--- src/rtl/fifo_pkg.sv ---
// Shared types and helpers for the FIFO controller: default widths, pointer/count
// types and the wrap-bit full/empty compare.
package fifo_pkg;

  localparam int DEFAULT_DATA_WIDTH = 8;
  localparam int DEFAULT_ADDR_WIDTH = 13;

  typedef logic [DEFAULT_ADDR_WIDTH:0] ptr_t;
  typedef logic [DEFAULT_ADDR_WIDTH:0] count_t;

  function automatic logic ptrEmpty(ptr_t wr, ptr_t rd);
    return wr == rd;
  endfunction

  // Full means the low address bits match but the wrap bit (bit aw) differs.
  function automatic logic ptrFull(ptr_t wr, ptr_t rd, int aw);
    return (wr ^ rd) == (ptr_t'(1) << aw);
  endfunction

endpackage

--- src/rtl/fifo_ctrl_if.sv ---
// Producer/consumer streaming handshakes plus the dual-port RAM port signals
// driven by fifo_ctrl; slave is the controller's view, master the environment's.
interface fifo_ctrl_if
  import fifo_pkg::*;
#(
  parameter int DATA_WIDTH = DEFAULT_DATA_WIDTH,
  parameter int ADDR_WIDTH = DEFAULT_ADDR_WIDTH
);

  logic [DATA_WIDTH-1:0] in_data;
  logic                  in_valid;
  logic                  in_ready;
  logic [DATA_WIDTH-1:0] out_data;
  logic                  out_valid;
  logic                  out_ready;
  logic [ADDR_WIDTH-1:0] ram_wr_addr;
  logic [DATA_WIDTH-1:0] ram_wr_data;
  logic                  ram_we;
  logic [ADDR_WIDTH-1:0] ram_rd_addr;
  logic [DATA_WIDTH-1:0] ram_rd_data;

  modport slave (
    input  in_data, in_valid, out_ready, ram_rd_data,
    output in_ready, out_data, out_valid, ram_wr_addr, ram_wr_data, ram_we, ram_rd_addr
  );

  modport master (
    output in_data, in_valid, out_ready, ram_rd_data,
    input  in_ready, out_data, out_valid, ram_wr_addr, ram_wr_data, ram_we, ram_rd_addr
  );

endinterface

--- src/rtl/fifo_ptr.sv ---
// FIFO pointer register: wrapping increment with synchronous clear; clear wins
// over increment.
module fifo_ptr
  import fifo_pkg::*;
#(
  parameter int W = DEFAULT_ADDR_WIDTH + 1
) (
  input  logic         clk,
  input  logic         rst_n,
  input  logic         i_clr,
  input  logic         i_inc,
  output logic [W-1:0] o_ptr
);

  logic [W-1:0] r_ptr;

  always_ff @(posedge clk or negedge rst_n) begin
    if (!rst_n) begin
      r_ptr <= '0;
    end else if (i_clr) begin
      r_ptr <= '0;
    end else if (i_inc) begin
      r_ptr <= r_ptr + W'(1);
    end
  end

  assign o_ptr = r_ptr;

endmodule

--- src/rtl/fifo_ctrl.sv ---
// Synchronous show-ahead FIFO controller driving an external dual-port RAM.
// Define FIFO_CTRL_HWM_EN to add the hwm and overflow_sticky outputs.
module fifo_ctrl
  import fifo_pkg::*;
#(
  parameter int DATA_WIDTH   = DEFAULT_DATA_WIDTH,
  parameter int ADDR_WIDTH   = DEFAULT_ADDR_WIDTH,
  parameter int AFULL_THRESH = (1 << ADDR_WIDTH) - 4
) (
  input  logic                clk,
  input  logic                rst_n,
  input  logic                flush,
  fifo_ctrl_if.slave          bus,
  output logic [ADDR_WIDTH:0] count,
  output logic                almost_full
`ifdef FIFO_CTRL_HWM_EN
  ,
  output logic [ADDR_WIDTH:0] hwm,
  output logic                overflow_sticky
`endif
);

  localparam int CW = ADDR_WIDTH + 1;
  localparam logic [ADDR_WIDTH:0] AFULL_C = CW'(AFULL_THRESH);
  localparam logic [ADDR_WIDTH:0] ONE_C   = CW'(1);

  logic [ADDR_WIDTH:0] w_wrPtr;
  logic [ADDR_WIDTH:0] w_rdPtr;
  logic [ADDR_WIDTH:0] w_countNext;
  logic [ADDR_WIDTH:0] r_count;
  logic                r_afull;
  logic                w_full;
  logic                w_empty;
  logic                w_push;
  logic                w_pop;

  // Flags depend only on the pointer registers, so in_ready never sees out_ready.
  assign w_full  = ptrFull(ptr_t'(w_wrPtr), ptr_t'(w_rdPtr), ADDR_WIDTH);
  assign w_empty = ptrEmpty(ptr_t'(w_wrPtr), ptr_t'(w_rdPtr));
  assign w_push  = bus.in_valid & ~w_full;
  assign w_pop   = bus.out_ready & ~w_empty;

  assign bus.in_ready    = ~w_full;
  assign bus.out_valid   = ~w_empty;
  assign bus.out_data    = bus.ram_rd_data;
  assign bus.ram_we      = w_push & ~flush;
  assign bus.ram_wr_addr = w_wrPtr[ADDR_WIDTH-1:0];
  assign bus.ram_wr_data = bus.in_data;
  assign bus.ram_rd_addr = w_rdPtr[ADDR_WIDTH-1:0];

  fifo_ptr #(.W(CW)) u_wrPtr (
    .clk   (clk),
    .rst_n (rst_n),
    .i_clr (flush),
    .i_inc (w_push),
    .o_ptr (w_wrPtr)
  );

  fifo_ptr #(.W(CW)) u_rdPtr (
    .clk   (clk),
    .rst_n (rst_n),
    .i_clr (flush),
    .i_inc (w_pop),
    .o_ptr (w_rdPtr)
  );

  always_comb begin
    w_countNext = r_count;
    if (flush) begin
      w_countNext = '0;
    end else if (w_push && !w_pop) begin
      w_countNext = r_count + ONE_C;
    end else if (w_pop && !w_push) begin
      w_countNext = r_count - ONE_C;
    end
  end

  // almost_full is derived from the next count so it changes on the same edge as count.
  always_ff @(posedge clk or negedge rst_n) begin
    if (!rst_n) begin
      r_count <= '0;
      r_afull <= 1'b0;
    end else begin
      r_count <= w_countNext;
      r_afull <= (w_countNext >= AFULL_C);
    end
  end

  assign count       = r_count;
  assign almost_full = r_afull;

`ifdef FIFO_CTRL_HWM_EN
  logic [ADDR_WIDTH:0] r_hwm;
  logic                r_ovf;

  always_ff @(posedge clk or negedge rst_n) begin
    if (!rst_n) begin
      r_hwm <= '0;
      r_ovf <= 1'b0;
    end else if (flush) begin
      r_hwm <= '0;
      r_ovf <= 1'b0;
    end else begin
      if (w_countNext > r_hwm) begin
        r_hwm <= w_countNext;
      end
      if (bus.in_valid && w_full) begin
        r_ovf <= 1'b1;
      end
    end
  end

  assign hwm             = r_hwm;
  assign overflow_sticky = r_ovf;
`endif

endmodule

--- src/flat_wrapper.sv ---
// flat-port wrapper written by rule: the top's interface ports become plain ports
module fifo_ctrl_flat import fifo_pkg::*;
#(
  parameter int DATA_WIDTH   = DEFAULT_DATA_WIDTH,
  parameter int ADDR_WIDTH   = DEFAULT_ADDR_WIDTH,
  parameter int AFULL_THRESH = (1 << ADDR_WIDTH) - 4
)
  (clk, rst_n, flush, count, almost_full, bus_in_data, bus_in_valid, bus_out_ready, bus_ram_rd_data, bus_in_ready, bus_out_data, bus_out_valid, bus_ram_wr_addr, bus_ram_wr_data, bus_ram_we, bus_ram_rd_addr);
  fifo_ctrl_if #(.DATA_WIDTH(DATA_WIDTH), .ADDR_WIDTH(ADDR_WIDTH)) bus_i ();
  input  logic clk;
  input  logic rst_n;
  input  logic flush;
  output logic [ADDR_WIDTH:0] count;
  output logic almost_full;
  input wire logic [$bits(bus_i.in_data)-1:0] bus_in_data;
  input wire logic [$bits(bus_i.in_valid)-1:0] bus_in_valid;
  input wire logic [$bits(bus_i.out_ready)-1:0] bus_out_ready;
  input wire logic [$bits(bus_i.ram_rd_data)-1:0] bus_ram_rd_data;
  output wire logic [$bits(bus_i.in_ready)-1:0] bus_in_ready;
  output wire logic [$bits(bus_i.out_data)-1:0] bus_out_data;
  output wire logic [$bits(bus_i.out_valid)-1:0] bus_out_valid;
  output wire logic [$bits(bus_i.ram_wr_addr)-1:0] bus_ram_wr_addr;
  output wire logic [$bits(bus_i.ram_wr_data)-1:0] bus_ram_wr_data;
  output wire logic [$bits(bus_i.ram_we)-1:0] bus_ram_we;
  output wire logic [$bits(bus_i.ram_rd_addr)-1:0] bus_ram_rd_addr;
  assign bus_i.in_data = bus_in_data;
  assign bus_i.in_valid = bus_in_valid;
  assign bus_i.out_ready = bus_out_ready;
  assign bus_i.ram_rd_data = bus_ram_rd_data;
  assign bus_in_ready = bus_i.in_ready;
  assign bus_out_data = bus_i.out_data;
  assign bus_out_valid = bus_i.out_valid;
  assign bus_ram_wr_addr = bus_i.ram_wr_addr;
  assign bus_ram_wr_data = bus_i.ram_wr_data;
  assign bus_ram_we = bus_i.ram_we;
  assign bus_ram_rd_addr = bus_i.ram_rd_addr;
  fifo_ctrl #(.DATA_WIDTH(DATA_WIDTH), .ADDR_WIDTH(ADDR_WIDTH), .AFULL_THRESH(AFULL_THRESH)) u_core (.clk(clk), .rst_n(rst_n), .flush(flush), .bus(bus_i), .count(count), .almost_full(almost_full));
endmodule
--- config.mk ---
export PLATFORM = sky130hd
export DESIGN_NAME = fifo_ctrl_flat
export DESIGN_NICKNAME = d
export VERILOG_FILES = /design/src/rtl/fifo_pkg.sv /design/src/rtl/fifo_ctrl_if.sv /design/src/rtl/fifo_ptr.sv /design/src/rtl/fifo_ctrl.sv /design/src/flat_wrapper.sv
export SDC_FILE = /design/constraint.sdc
export NUM_CORES = 1
export LEC_CHECK = 0
export BUFFER_PORTS_ARGS = -buffer_cell sky130_fd_sc_hd__clkbuf_2
export CAP_MARGIN = 40
export CORE_MARGIN = 4
export CORE_UTILIZATION = 40
export DETAILED_ROUTE_END_ITERATION = 10
export PLACE_DENSITY = 0.75
export SLEW_MARGIN = 10
export SYNTH_ARGS = -nofsm -noshare
export SYNTH_HDL_FRONTEND = slang
export SYNTH_HIERARCHICAL = 1
export SYNTH_SLANG_ARGS = --single-unit
--- constraint.sdc ---
create_clock -name clk -period 2.7 [get_ports clk]
set_clock_uncertainty 0.05 [all_clocks]
set_input_delay 0.54 -clock clk [delete_from_list [all_inputs] [get_ports clk]]
set_output_delay 0.54 -clock clk [all_outputs]
set_load 0.005 [all_outputs]
# Yosys cells after proc, flatten, opt, wreduce, memory -nomap -nowiden
# Index checks and enable logic that the tools add are counted.
# W data, S select, Z words.
# totals
register_bits	43
in_bits	21
output_inout_bits	60
word_cells	31
# classes
add_sub_neg	4
magnitude_cmp	1
eq_ne	2
mux	7
bitwise_logic	7
reduce_logical	6
# ops
operator	count
$mux W14	7
$add A14 B1 Y14 const B	3
$eq A14 B14 Y1	1
$eq A14 B14 Y1 const B	1
$ge A14 B13 Y1 const B	1
$sub A14 B1 Y14 const B	1
$xor A14 B14 Y14	1
$reduce_bool A2 Y1	2
$and A1 B1 Y1	3
$not A1 Y1	3
$logic_and A1 B1 Y1	2
$logic_not A1 Y1	2

# Depth between registers and ports, before layout
# Gate-level depths: netlist (run 1).
# logic_depth
word_depth	10
mapped_depth	11
depth_no_buf	10

# Hierarchy
# The synthesis (run 1) kept the hierarchy.
# by_module_without_submodules
mod	instances	cells_each	area_each_um2	seq_area_each_um2
fifo_ctrl	1	203	1671.6	375.4
fifo_ptr	2	70	729.4	350.3

# Worst setup path before layout (run 1)
# OpenSTA, ideal clock, no wires.
# synth_path
kind	register to register
from	register u_core.r_count[2], in the netlist u_core/count[2]
to	register u_core.r_afull, in the netlist u_core/almost_full
setup_time_ns	0.092
arrival_time_ns	2.393
required_ns	2.558
setup_slack_ns	0.165
path_stages_with_launch	12
n_path_buf	2
synth_period_minus_slack_ns	2.535
cell_sequence	dfrtp_1 > buf_6 > or4_1 > buf_2 > nor4_1 > nand2_1 > nor3_1 > nor4_2 > mux2i_1 > nor4_2 > nand4b_1 > o31ai_2
# synth_via
elab_chain_cells	5
elab_cells_between_ends	6
cone_classes	add/sub: 2; order compare: 1; mux: 3
# synth_lines
element	line_no	source
from (decl)	fifo_ctrl.sv:30	logic [ADDR_WIDTH:0] r_count;
from (signal assigned)	fifo_ctrl.sv:84	r_count <= w_countNext;
$sub A14 B1 Y14	fifo_ctrl.sv:74	w_countNext = r_count - ONE_C;
$mux W14	fifo_ctrl.sv:73	end else if (w_pop && !w_push) begin
$mux W14 (*)	fifo_ctrl.sv:71	end else if (w_push && !w_pop) begin
$mux W14 (*)	fifo_ctrl.sv:69	if (flush) begin
$ge A14 B13 Y1 (*)	fifo_ctrl.sv:85	r_afull <= (w_countNext >= AFULL_C);
to (signal assigned)	fifo_ctrl.sv:85	
to (decl)	fifo_ctrl.sv:31	logic r_afull;
# Every way passes the cells marked *; elsewhere a longest branch is shown, timed or not.
# A chain may end at the register's enable or synchronous reset.

# Worst setup path after layout (run 1)
# layout_path
from	register u_core.u_rdPtr.r_ptr[5], in the netlist u_core/u_rdPtr/o_ptr[5]
to	output bus_ram_we
# layout_via
elab_chain_cells	5
# layout_lines
element	line_no	source
from (decl)	fifo_ptr.sv:15	logic [W-1:0] r_ptr;
from (signal assigned)	fifo_ptr.sv:23	r_ptr <= r_ptr + W'(1);
$xor A14 B14 Y14	fifo_pkg.sv:17	return (wr ^ rd) == (ptr_t'(1) << aw);
$eq A14 B14 Y1	fifo_pkg.sv:17	
$not A1 Y1	fifo_ctrl.sv:40	assign w_push = bus.in_valid & ~w_full;
$and A1 B1 Y1	fifo_ctrl.sv:40	
named net u_core.w_push	fifo_ctrl.sv:34	logic w_push;
$and A1 B1 Y1	fifo_ctrl.sv:46	assign bus.ram_we = w_push & ~flush;
to (decl)	flat_wrapper.sv:24	output wire logic [$bits(bus_i.ram_we)-1:0] bus_ram_we;
# The timed path passes the listed nets, and every way through them passes these cells.

==> results of run 1 <==
[critical path: cells and delay by family, from the launching register on]
family / cells / cell delay, ps
AO/OA/AOI/OAI: 1 / 100
AND/OR/NAND/NOR: 4 / 860
buffers and inverters: 2 / 240
XOR/XNOR: 1 / 200
flip-flops: 1 / 410
[repair_timing]
action                                  in CTS  in global routing
pin swaps                                    3                  2
gates resized for setup                      3                  8
buffers inserted                             2                  2
endpoints found under the setup margin       2                 13
gates cloned                                 0                  0
[stage by stage]
step                setup TNS (ps)  setup slack [ps]  utilization (%)
floorplan                        0               165                -
global placement                 0              35.1             48.5
detailed placement               0              42.6             48.5
CTS                          -16.1             -16.1             50.5
global route                  -253              -122             51.1
finish                       -24.5             -16.9             51.1
[metal layers]
layer | share of wire [%] | routed length (um) | vias to the layer above | global-route usage (%)
li1 | - | - | 1388 | -
met1 | 43 | 3780 | 1426 | 26.5
met2 | 48 | 4130 | 141 | 31.0
met3 | 7.0 | 608 | 21 | 3.10
met4 | 2.0 | 175 | 0 | 6.07
met5 | 0 | 0 | - | 0
[cell usage after synthesis, drive strengths merged (2+ instances only)]
cell type  instances  share of area [%]
o31ai             12                3.0
a211oi             2               0.64
buf               27                6.1
o2111ai            6                2.1
o211ai             3               0.72
nor2              34                4.3
xor2              16                4.5
mux2               2               0.72
nor3               8                1.8
and2               3               0.60
and3               3               0.64
xnor2             15                4.2
dfrtp             43                 34
a31oi              2               0.40
a21oi             23                3.8
mux2i             12                3.8
inv                9                1.1
clkbuf             5               0.60
or3                7                1.4
nand3             10                1.9
a32oi              5                1.4
or4               13                3.1
ha                 4                1.6
nor4              13                3.5
nand2             20                2.6
nand4             11                3.2
nor2b              7                1.4
o21ai             10                1.6
[power by group]
group | internal, W | total (W) | switching [W] | leakage [nW]
combinational | 0.000381 | 0.000888 | 0.000507 | 1.13
clock | 0.000276 | 0.000512 | 0.000236 | 0.0581
sequential | 0.000699 | 0.000769 | 0.0000699 | 0.594
total | 0.00136 | 0.00217 | 0.000813 | 1.78
[worst max path at each step]
stage / startpoint / endpoint / cells past startpoint / slack (ps)
global route: u_core/u_rdPtr/o_ptr[5] / bus_ram_we / 8 / -120
floorplan: u_core/count[2] / u_core/almost_full / 11 / 170
finish: u_core/u_rdPtr/o_ptr[5] / bus_ram_we / 8 / -20
CTS: u_core/u_wrPtr/o_ptr[1] / bus_ram_we / 8 / -20
global placement: u_core/u_rdPtr/o_ptr[3] / u_core/almost_full / 9 / 40
detailed placement: u_core/u_rdPtr/o_ptr[5] / u_core/almost_full / 9 / 40
[flip-flops by register name, summed over array words and instances, names as in the netlist]
register	count
u_core/count	14
u_core/u_wrPtr/o_ptr	14
u_core/almost_full	1
u_core/u_rdPtr/o_ptr	14
[cell type report]
type	count	area, um^2
Clock inverter	3	43.8
Clock buffer	5	68.8
Fill cell	692	3640
Sequential cell	43	1080
Multi-Input combinational cell	259	1860
Timing Repair Buffer	94	598
Inverter	9	33.8
Tap cell	99	124
[cell families (layout without fill, tap and decap cells)]
family | count (synthesis) | after routing | share of synthesized area, %
simple gates | 138 | 138 | 26.9
buf+inv | 41 | 111 | 7.75
fa+ha+maj | 4 | 4 | 1.60
compound gates | 72 | 72 | 16.1
mux | 14 | 14 | 4.56
flops | 43 | 43 | 34.4
xor+xnor | 31 | 31 | 8.67
==> qor.csv, run 1 <==
metric;value;unit
maxCapViolations;0;
finalCritPeriodShare;101;%
worst-setup-path-type;reg -> out;
clk_pin_slew;90;ps
wl_per_cell;17.0;um
power;0.00217;W
r2r-start;u_core/u_rdPtr/o_ptr[5];
dr_total_vias;2976;
cts_root_buffer;clkbuf_8;
slew_violations;0;
finalSetupViolCount;2;
hold_viol_final;0;
arrival;2130;ps
diodes;0;
cp_slowest_cell;dfrtp_1;
synth_nets;368;
finalNonFillerCells;512;
hold_buffers;0;
tritoncts;done;
synthesis.area;3130;um^2
post_drt_via_cell_ratio;5.81;
rsz0062_at_grt;yes;
drive_gt1_share;33.2;%
ys_seq_elements;43;
antenna_found_initial;0;
hpwlAfterDp;6.44;mm
htree_levels;2;
required;2110;ps
regToRegSetupSlack;-10;ps
start_util;42.0;%
crit_path_end_kind;output pin;
cp_cell_sequence;xor2_1, nor4_4, nand4_4, nor2_4, a21boi_1, buf_4, nor2b_1, clkbuf_2;
fmax;368;MHz
numPortBuffers;48;
grt_max_degree;44;
die-width;96.5;um
insertion_delay;300;ps
fin_area;3810;um^2
fin_ws;-16.9;ps
p_leak;1.78;nW
grt_overflow;0;
drc;0;
synth_edf_count;0;
grt_pass1_vias;2773;
synth_ff_type;dfrtp_1;
synth_cells;343;
tightest_slew;583;ps
placedCellCount;500;
routabilityCongestion;0.943;
drt_iter0_drc;176;
drtAntennaViolNets;0;
timing.rr.end;u_core/almost_full;
rows;31;
clock-sinks;43;
grt_usage;19.3;%
ys_seq_area_share;34.4;%
power_density;570;nW/um^2
critPathMaxFanout;5;
final.min_clock_period;2720;ps
holdWs;256;ps
synthDistinctLibCells;63;
core;7450;um^2
critical-path-max-stage-delay;410;ps
violations;negative setup slack;
reg2reg_depth;9;
grt_pass1_wl;14.0;mm
fin_nets;437;
mostFrequentLayoutCell;clkbuf_2;
first_pass_iters;4;
yosysWarningCount;6;
syn2layout_area_growth;21.6;%
drt-total-wl;8.70;mm
cts_inserted_buffers;5;
ir_drop;0.331;mV
die-area;9310;um^2
cts_buffer_depth;2;
async_reset_ff_share;100;%
slew_headroom;60.8;%
postPlaceCellArea;3610;um^2
hp-class;in -> async;
final_cell_mix;48 x clkbuf_2, 45 x buf_4, 43 x dfrtp_1, 33 x nor2_1, 22 x a21oi_1;
io_pins;81;
worst_setup_path_start_kind;flop;
synth.avg_cell_area;9.13;um^2
fp.dieH;96.5;um
outcome;finished with violations;
Power figures use the tool's default switching activity.
==> run 2: changes to the inputs <==
--- a/config.mk
+++ b/config.mk
@@ -10,7 +10,7 @@
 export CORE_MARGIN = 4
 export CORE_UTILIZATION = 40
 export DETAILED_ROUTE_END_ITERATION = 10
-export PLACE_DENSITY = 0.75
+export PLACE_DENSITY_LB_ADDON = 0.05
 export SLEW_MARGIN = 10
 export SYNTH_ARGS = -nofsm -noshare
 export SYNTH_HDL_FRONTEND = slang
==> run 2 against run 1 <==
Net effect: the flow now finishes without violations; die area stayed put; combinational power up 16%; highest routed layer unchanged; sequential share of layout area fell by 1.2 points; sequential power decreased by 0.7%; non-clock buffer count rose by 11.
==> qor.csv, run 2 (same netlist as run 1, synthesis figures left out) <==
metric;value;unit
wl_per_cell;17.3;um
clock-sinks;43;
drive_gt1_share;37.5;%
final.min_clock_period;2650;ps
cts_inserted_buffers;5;
regToRegSetupSlack;60;ps
syn2layout_area_growth;27.1;%
outcome;finished, final reports clean;
hpwlAfterDp;6.64;mm
worst_setup_path_start_kind;flop;
pre_cts_ws;-128;ps
fillCellCount;733;
slew_headroom;63.9;%
fmax;377;MHz
final_cell_mix;54 x buf_4, 48 x clkbuf_2, 43 x dfrtp_1, 30 x nor2_1, 22 x a21oi_1;
insertion_delay;300;ps
grt_max_degree;39;
ir_drop;0.294;mV
fin_ws;47.9;ps
critPathMaxFanout;10;
start_util;42.0;%
routabilityCongestion;0.839;
tightest_slew;541;ps
slew_violations;0;
rsz0062_at_grt;yes;
die-width;96.5;um
final-seq-area;1080;um^2
core;7450;um^2
cts_buffer_depth;2;
worst-setup-path-type;reg -> out;
first_pass_iters;4;
tritoncts;done;
grt_pass1_wl;14.5;mm
post_drt_via_cell_ratio;5.68;
maxCapViolations;0;
rows;31;
multi_input_area;1950;um^2
p_leak;1.84;nW
crit_start;u_core/u_rdPtr/o_ptr[1];
finalCritPeriodShare;98.2;%
finalNonFillerCells;523;
final_core_util;53.4;%
drt_iter0_drc;120;
grt_usage;20.2;%
fin_nets;448;
grt_pass1_vias;2845;
fp.dieH;96.5;um
worstSetupEndpoint;bus_ram_we;
grt_overflow;0;
drtAntennaViolNets;0;
numPortBuffers;48;
required;2110;ps
r2r-start;u_core/count[1];
placedCellCount;504;
drc;0;
antenna_found_initial;0;
drt-total-wl;9.07;mm
reg2reg_depth;10;
dr_total_vias;2970;
hold_viol_final;0;
timing.rr.end;u_core/almost_full;
crit_path_end_kind;output pin;
die-area;9310;um^2
io_pins;81;
diodes;0;
arrival;2060;ps
hold_buffers;0;
clk_pin_slew;90;ps
hp-class;in -> async;
power_density;556;nW/um^2
htree_levels;2;
finalSetupViolCount;0;
cts_root_buffer;clkbuf_8;
power;0.00221;W
mostFrequentLayoutCell;buf_4;
## run 2: changes by cell type in the layout (fill, tap and decap cells not counted), moves of 2 or more
cell        before  now
nor2_4           1    3
buf_4           45   54
clkinvlp_4       0    2
nor3_1           5    3
nor2_1          33   30
## run 2: layout make-up
type | instances | area share [%]
multi-input cells | 259 | 49.0
flip-flops and latches | 43 | 27.1
repair buffers | 105 | 17.7
well taps | 99 | 3.11
clock buffers | 5 | 1.73
inverters | 9 | 0.849
clock inverters | 3 | 0.503
## run 2: how the worst min path moves through the flow
stage,startpoint,endpoint,slack [ps],cells after the start
2_1_floorplan,rst_n,u_core/almost_full,190,0
3_3_place_gp,u_core/count[13],u_core/count[13],560,3
3_5_place_dp,rst_n,u_core/count[6],460,1
4_1_cts,rst_n,u_core/count[6],130,1
5_1_grt,rst_n,u_core/count[6],150,1
6_report,rst_n,u_core/count[6],130,1
## run 2: metal layers
| metal | vias to the layer above | global-route usage [%] | part of all wire, % | wire, um |
|---|---|---|---|---|
| met2 | 90 | 34.1 | 50 | 4500 |
| met3 | 16 | 3.33 | 4.9 | 444 |
| met4 | 0 | 7.01 | 1.6 | 148 |
| li1 | 1417 | - | - | - |
| met5 | - | 0 | 0 | 0 |
| met1 | 1447 | 26.0 | 44 | 3970 |
## run 2: where the power goes
| group | internal [W] | switching, W |
|---|---|---|
| Combinational | 0.000474 | 0.000556 |
| Clock | 0.000180 | 0.000238 |
| Sequential | 0.000699 | 0.0000647 |
## run 2: what timing repair did
item | in CTS | in global routing
setup endpoints to repair | 2 | 13
pin swaps | 8 | 8
gates cloned | 0 | 0
buffers inserted | 7 | 5
endpoints found under the hold margin | 0 | 0
gates resized for setup | 3 | 25
## run 2: stage by stage
step | hold WS (ps) | TNS, ps | instance area [um^2]
after CTS | 131 | -49.0 | 3810
after floorplan | 194 | 0 | 3130
after detailed placement | 456 | -128 | 3660
after global routing | 154 | -224 | 3980
final | 129 | 0 | 3980
after global placement | 564 | -129 | 3640
## run 2: critical path, stage by stage (launching register included)
cell and delay [ps]:
dfrtp_1 390, xor2_1 190, nor4_4 350, nand4_4 150, nor2_4 140, a21boi_0 90
buf_4 190, nor2b_1 140, clkbuf_2 110
